File: src/rtl/usr_pkg.sv
// Shared types and defaults for the universal shift sequencer.
// The FSM encoding, the direction codes and the default widths live here.
package usr_pkg;

   typedef enum logic [1:0] {
      IDLE  = 2'd0,
      SHIFT = 2'd1,
      DONE  = 2'd2
   } state_t;

   localparam logic DIR_RIGHT = 1'b0;
   localparam logic DIR_LEFT  = 1'b1;

   localparam int DEF_N     = 8;
   localparam int DEF_AMT_W = 4;

endpackage : usr_pkg

File: src/rtl/usr_datapath.sv
// N-bit universal shift register: parallel load, or one-bit shift with fill.
// Load takes priority over shift. A low rst on a clock edge clears the register.
module usr_datapath
   import usr_pkg::*;
#(
   parameter int N = DEF_N
) (
   input  logic         clk,
   input  logic         rst,
   input  logic         load,
   input  logic [N-1:0] load_data,
   input  logic         shift_en,
   input  logic         dir,
   input  logic         fill,
   output logic [N-1:0] q
);

   // NOTE: sequential state is written with <= only, so every flop samples
   // values from before the edge and process order cannot change the result.
   always_ff @(posedge clk) begin
      if (!rst) begin
         q <= '0;
      end else if (load) begin
         q <= load_data;
      end else if (shift_en) begin
         if (dir == DIR_LEFT) q <= {q[N-2:0], fill};
         else                 q <= {fill, q[N-1:1]};
      end
   end

endmodule : usr_datapath

File: src/rtl/usr_shift_sequencer.sv
// Sequences usr_datapath: accept a word and a shift command, step it one bit
// per clock for the commanded amount, then hold the result until it is taken.
module usr_shift_sequencer
   import usr_pkg::*;
#(
   parameter int N     = DEF_N,
   parameter int AMT_W = DEF_AMT_W
) (
   input  logic             clk,
   input  logic             rst,
   input  logic             in_valid,
   output logic             in_ready,
   input  logic [N-1:0]     in_data,
   input  logic [AMT_W-1:0] in_amt,
   input  logic             in_dir,
   input  logic             in_fill,
   output logic             out_valid,
   input  logic             out_ready,
   output logic [N-1:0]     out_data,
   output logic             busy
);

   state_t           state;
   state_t           state_nxt;
   logic [AMT_W-1:0] remaining;
   logic             dir_q;
   logic             fill_q;
   logic             accept;

   assign accept = in_valid && (state == IDLE);

   always_ff @(posedge clk) begin
      if (!rst) begin
         state     <= IDLE;
         remaining <= '0;
         dir_q     <= DIR_RIGHT;
         fill_q    <= 1'b0;
      end else begin
         state <= state_nxt;
         if (accept) begin
            remaining <= in_amt;
            dir_q     <= in_dir;
            fill_q    <= in_fill;
         end else if (state == SHIFT) begin
            // SHIFT is only entered with a nonzero count, so this cannot wrap.
            remaining <= remaining - AMT_W'(1);
         end
      end
   end

   // NOTE: every output of this block gets a default before the case, so no
   // path leaves a signal unassigned and no latch is inferred.
   always_comb begin
      state_nxt = state;
      in_ready  = 1'b0;
      out_valid = 1'b0;
      busy      = 1'b1;
      unique case (state)
         IDLE: begin
            in_ready = 1'b1;
            busy     = 1'b0;
            if (in_valid) state_nxt = (in_amt == '0) ? DONE : SHIFT;
         end
         SHIFT: begin
            if (remaining == AMT_W'(1)) state_nxt = DONE;
         end
         DONE: begin
            out_valid = 1'b1;
            if (out_ready) state_nxt = IDLE;
         end
         default: state_nxt = IDLE;
      endcase
   end

   usr_datapath #(.N(N)) u_datapath (
      .clk       (clk),
      .rst       (rst),
      .load      (accept),
      .load_data (in_data),
      .shift_en  (state == SHIFT),
      .dir       (dir_q),
      .fill      (fill_q),
      .q         (out_data)
   );

endmodule : usr_shift_sequencer

File: config.mk
export PLATFORM = sky130hd
export DESIGN_NAME = usr_shift_sequencer
export DESIGN_NICKNAME = d
export VERILOG_FILES = /design/src/rtl/usr_pkg.sv /design/src/rtl/usr_datapath.sv /design/src/rtl/usr_shift_sequencer.sv
export SDC_FILE = /design/constraint.sdc
export NUM_CORES = 1
export LEC_CHECK = 0
export ABC_CLOCK_PERIOD_IN_PS = 1560
export BUFFER_PORTS_ARGS = -buffer_cell sky130_fd_sc_hd__buf_2
export CORE_ASPECT_RATIO = 1.1
export CORE_MARGIN = 2
export CORE_UTILIZATION = 40
export CTS_BUF_LIST = sky130_fd_sc_hd__clkbuf_8 sky130_fd_sc_hd__clkbuf_16
export CTS_CLUSTER_DIAMETER = 100
export DETAILED_ROUTE_END_ITERATION = 8
export SYNTH_ARGS = -nofsm -noshare
export SYNTH_HDL_FRONTEND = slang
export SYNTH_SLANG_ARGS = --single-unit
File: constraint.sdc
create_clock -name clk -period 1.56 [get_ports clk]
set_clock_uncertainty 0.1 [all_clocks]
set_input_delay 0.156 -clock clk [delete_from_list [all_inputs] [get_ports clk]]
set_output_delay 0.156 -clock clk [all_outputs]
set_load 0.01 [all_outputs]
==> out/metrics.cfg, run 1 <==
[logic_synthesis]
synth_nets = 121
syn_area_um2 = 972.2
netlist.area_leader.share = 0.3295
ys.flop_type = dfxtp_1
async_flop_share = 0
ys_seq_area_frac = 0.3295
synth_cell_types = 36
synth_edf_count = 0
yosys_warnings = 0
synth_area_per_cell_um2 = 9.626
synthTopCellsByArea = dfxtp_1 33%, o211ai_2 9.0%, mux2i_1 8.2%
synth_top_area_cell = dfxtp_1
ys_ff_latch = 16
synthCells = 101

[critical_path]
cp_num_buf_inv = 1
cpPeakStageDelay_ps = 450
crit_fanout = 8
endpoint_kind = flop
critPathRequiredTime_ps = 1590
crit_path_cell_trace = nor2b_2, buf_4, nand2_1, o211ai_2, a21boi_2
crit_arrival_ps = 1400
cp-start-kind = flop
critPathKind = flop to flop
worst_path_max_delay_cell = dfxtp_1
cp_top_family = flip-flops

[sta]
setup_violations = 0
min_period_ps = 1365
max_freq_mhz = 732.4
relSlewSlack = 0.8184
rsz0062_at_grt = no
hold_viol_final = 0
final_max_slew_viol_count = 0
tns_ps = 0
period_share = 0.8753
worst_slack_ps = 194.5
hold_ws_ps = 47.26
worst_slew_pin_slew_ps = 272.3

[route]
routedWlPerCell_um = 12.69
drtIter0Drc = 23
routed_wl_um = 2056
num_vias = 821
viasPerCell = 5.068
postRouteAntennaNets = 0
drc = 0
drt_pass1_iterations = 3

[power]
p_leak_nw = 0.5024
cellPowerDensity_nw_per_um2 = 1089
switching_share = 0.3378
internal-power_w = 0.0008551
ir_drop_v = 0.0005176
p_clk_frac = 0.236
total_power_w = 0.001291
switchingPower_w = 0.0004362
combPwrFrac = 0.350
p_seq_frac = 0.415

[global_route]
grt_usage = 0.1640
grt_start_max_net_pins = 17
grt.overflow.total = 0
antenna_found_initial = 0
grt_pass1_vias = 835
grt_pass1_wl_um = 3622

[floorplanning]
die_w_um = 51.01
initial_core_util = 0.4274
core_um2 = 2275
num_io_pins = 29
dieHeight_um = 55.71
rows = 18
dieArea_um2 = 2841

[clock_network]
numCtsBuffers = 3
cts_resized = 0
ctsHoldBuffers = 0
cts_root_buf = clkbuf_8
clk_pin_slew_ps = 60
post_cts_buffers = 0
clk_path_buf_depth = 2
clk_latency_ps = 240
cts_tree = done
htreeDepth = 1
cts_sinks = 16

[placement]
placed_area_um2 = 1145
dp_hpwl_um = 1553
place_ws_ps = 178.1
io_buffers = 28
routabilityCongestion = 0.7462

[cells_and_area]
final_cell_mix = 28 x buf_2, 19 x nand2_1, 16 x dfxtp_1
syn2layout_area_growth_pct = 22.01
layout.nets = 154
final_cell_area_um2 = 1186
drive_above_1_share = 0.4470
fillerInstances = 239
diodes = 0
layout_commonest_cell = buf_2

[worst_hold_path]
min_path_type = input pin to flop

[flow_run]
max-cap-violations = 0

[run_status]
status = complete, no violations

==> cell families after synthesis <==
kind of cell,after synthesis,synth area share
DFF,16,0.3295
buffers and inverters,9,0.06304
muxes,9,0.09395
and+or+nand+nor,38,0.2111
AOI/OAI and AO/OA,27,0.2767
adders and majority gates,2,0.02574
==> path summary, 6_finish.rpt <==
path                                    from               to  slack (ps)  cells after the start
worst max-delay path                state[0]  u_datapath.q[2]         190                      5
worst min-delay path                  in_dir            dir_q          50                      3
worst max register to register      state[0]  u_datapath.q[2]         190                      5
worst min register to register  remaining[3]     remaining[3]         370                      1
==> power by group through the flow <==
stage                     Combinational (W)  Clock, W  Sequential (W)
after floorplan                    0.000329         0        0.000545
after global placement             0.000448         0        0.000543
after detailed placement           0.000454         0        0.000545
after CTS                          0.000457  0.000314        0.000537
after global routing               0.000503  0.000333        0.000549
final                              0.000451  0.000304        0.000536
==> worst reg2reg max path, delay by kind of cell (launching register included) <==
kind	cells	cell delay, ps
compound gates	2	150
flops	1	450
buf+inv	1	210
simple gates	2	360
==> Yosys cell counts, types with 2 or more instances <==
| cell type | instances |
|---|---|
| a21boi_1 | 3 |
| a21boi_2 | 7 |
| a221oi_1 | 2 |
| buf_4 | 2 |
| dfxtp_1 | 16 |
| ha_1 | 2 |
| inv_1 | 3 |
| mux2i_1 | 8 |
| nand2_1 | 19 |
| nor2_1 | 4 |
| nor2b_1 | 3 |
| o211ai_2 | 7 |
| o21ai_0 | 2 |
==> metrics by stage <==
step	utilization	cells
after global placement	0.5033	159
after CTS	0.5215	162
after detailed placement	0.5033	159
final	0.5215	162
after global routing	0.5215	162
after floorplan	-	101
==> registers in the layout (all words and copies together) (netlist names) <==
name          flops
dir_q             1
fill_q            1
remaining         4
state             2
u_datapath.q      8
==> area by class of cell <==
type                       count  area, µm²  share of cell area
multi-input combinational     76      590.6              0.4979
sequential                    16      320.3              0.2700
tap                           30      37.54             0.03165
timing repair buffer          34      185.2              0.1561
clock buffer                   3      41.29             0.03481
inverter                       3      11.26            0.009494
==> per-layer routing <==
layer | wire (µm) | global-route usage | up-vias
met4 | 17 | 0.06950 | 0
met5 | 0 | 0 | -
met1 | 974 | 0.2050 | 375
met2 | 942 | 0.2727 | 22
met3 | 123 | 0.02688 | 2
li1 | - | - | 422
No activity file was read; power rests on OpenSTA's default activity.
==> run 2: changes to the inputs <==
ABC_CLOCK_PERIOD_IN_PS = 1100   (was 1560)
CORE_MARGIN = not set   (was 2)
PLACE_DENSITY = 0.67   (was not set)
REMOVE_ABC_BUFFERS = 1   (was not set)
clock period = 1.1 ns   (was 1.56 ns; I/O delays follow)
==> run 2 against run 1 <==
The flow now finishes with violations (setup timing). Cell count rose by 6.8%. Total power is 64% higher. Hold slack worse by 41 ps. Register-to-register slack lost 380 ps. Sequential power grew 45%. Non-clock buffer count increased by 10. Clock power rose by 73%. Flip-flop and latch count stayed put. Via count rose by 6.5%. First-iteration DRC count decreased by 78%. Cell area grew 16%. Sequential share of layout area decreased by 3.0 points. Critical endpoint is now remaining[0]. Highest routed layer is now met3.
==> out/metrics.cfg, run 2 (same netlist as run 1, synthesis figures left out) <==
[cells_and_area]
final_cell_mix = 28 x buf_2, 17 x nand2_1, 12 x dfxtp_1
final_cells = 173
layout.nets = 164
diodes = 0
top_regs = u_datapath.q (8), remaining (4), state (2)
largest_register = u_datapath.q
drive_above_1_share = 0.5594
largest_reg_flops = 8
syn2layout_area_growth_pct = 41.83
layout_commonest_cell = buf_2
final_cell_area_um2 = 1379

[sta]
setup_violations = 19
period_share = 1.165
max_freq_mhz = 780.4
tns_ps = -2370
min_period_ps = 1281
hold_viol_final = 0
rsz0062_at_grt = yes
relSlewSlack = 0.7826
worst_slew_pin_slew_ps = 323.1
worst_slack_ps = -181.5
final_max_slew_viol_count = 0

[global_route]
antenna_found_initial = 0
grt_pass1_wl_um = 3905
grt.overflow.total = 0
met3_usage = 0.02542
grt_pass1_vias = 855
grt_usage = 0.1958
grt_start_max_net_pins = 18
grtUsageMet1 = 0.2304
grt.busiest_layer = met2
grt.met2_usage = 0.3681

[power]
p_leak_nw = 0.5876
total_power_w = 0.002115
ir_drop_v = 0.0009576
cellPowerDensity_nw_per_um2 = 1534

[clock_network]
htreeDepth = 1
cts_sinks = 16
numCtsBuffers = 3
cts_tree = done
clk_path_buf_depth = 2
clk_latency_ps = 250
cts_root_buf = clkbuf_8
clk_pin_slew_ps = 70

[worst_hold_path]
worstHoldStart = in_dir
hold_end = dir_q
min_path_type = input pin to flop
whs_path_depth = 3

[placement]
place_ws_ps = -256.0
dp_hpwl_um = 1665
routabilityCongestion = 0.7718
placed_area_um2 = 1222
io_buffers = 28
dp.cells = 166

[critical_path]
worst_path_max_delay_cell = dfxtp_4
crit_arrival_ps = 1320
critPathKind = flop to flop
rrSetupSlack_ps = -180
worstReg2RegStart = state[0]
crit_fanout = 6
cp_num_buf_inv = 0
cp-start-kind = flop
reg2reg_to = remaining[0]
reg2reg_depth = 4
endpoint_kind = flop
cp_top_family = simple AND/OR/NAND/NOR gates
cpPeakStageDelay_ps = 370
cp_num_cells = 4
crit_path_cell_trace = nor3b_4, nor2_2, a221oi_2, nor2b_1
critPathRequiredTime_ps = 1140

[route]
postRouteAntennaNets = 0
routedWlPerCell_um = 13.46
drt_pass1_iterations = 4
drtIter0Drc = 5
viasPerCell = 5.052
drc = 0
routed_wl_um = 2329
num_vias = 874

[run_status]
status = complete, but fails checks
violations = setup timing

[floorplanning]
core_um2 = 2275
rows = 18
dieHeight_um = 53.71
dieArea_um2 = 2632
initial_core_util = 0.4274
num_io_pins = 29
die_w_um = 49.01

[flow_run]
max-cap-violations = 0

[run 2: cell types whose count changed in the layout (fill, tap and decap cells not counted), sizes merged]
cell,delta
buf,+8
dlygate4sd3,+2
clkbuf,+1
[run 2: final cells by class]
cell class / count / area, µm²
Inverter: 3 / 11.26
Sequential cell: 16 / 330.3
Tap cell: 30 / 37.54
Timing Repair Buffer: 44 / 297.8
Fill cell: 219 / 895.9
Clock buffer: 4 / 55.05
Multi-Input combinational cell: 76 / 646.9
[run 2: how the worst max path moves through the flow]
stage                 start               to  slack (ps)
3_3_place_gp       state[0]  u_datapath.q[5]        -200
6_report           state[0]     remaining[0]        -180
3_5_place_dp       state[0]     remaining[1]        -260
5_1_grt        remaining[1]         state[0]        -230
2_1_floorplan      state[0]     remaining[0]        -560
4_1_cts        remaining[1]         state[0]        -170
[run 2: metal layers]
layer,vias to the layer above,wire [µm]
met5,-,0
met4,0,0
met3,0,74
met2,25,1189
met1,408,1064
li1,441,-
[run 2: report_power, final]
group	internal (W)	total (W)	switching [W]
sequential	0.000669	0.000779	0.000110
combinational	0.000419	0.000811	0.000392
clock	0.000317	0.000526	0.000208
total	0.00141	0.00212	0.000710
[run 2: worst min-delay path, delay by kind of cell]
kind	cells	cell delay [ps]
buffers and inverters	1	90
AND/OR/NAND/NOR	1	50
AO/OA/AOI/OAI	1	50
[run 2: stage by stage]
step,hold slack [ps],util
floorplan,136.5,-
global placement,262.8,0.5374
detailed placement,264.0,0.5374
CTS,1.178,0.5930
global route,3.538,0.6062
finish,6.151,0.6062
[run 2: timing repair]
| action | CTS | global route |
|---|---|---|
| setup buffers | 1 | 0 |
| pin swaps | 3 | 2 |
| endpoints found under the setup margin | 19 | 19 |
| endpoints found under the hold margin | 2 | 0 |
| gates resized for setup | 12 | 7 |
| gates cloned | 0 | 0 |
| hold buffers | 2 | 0 |
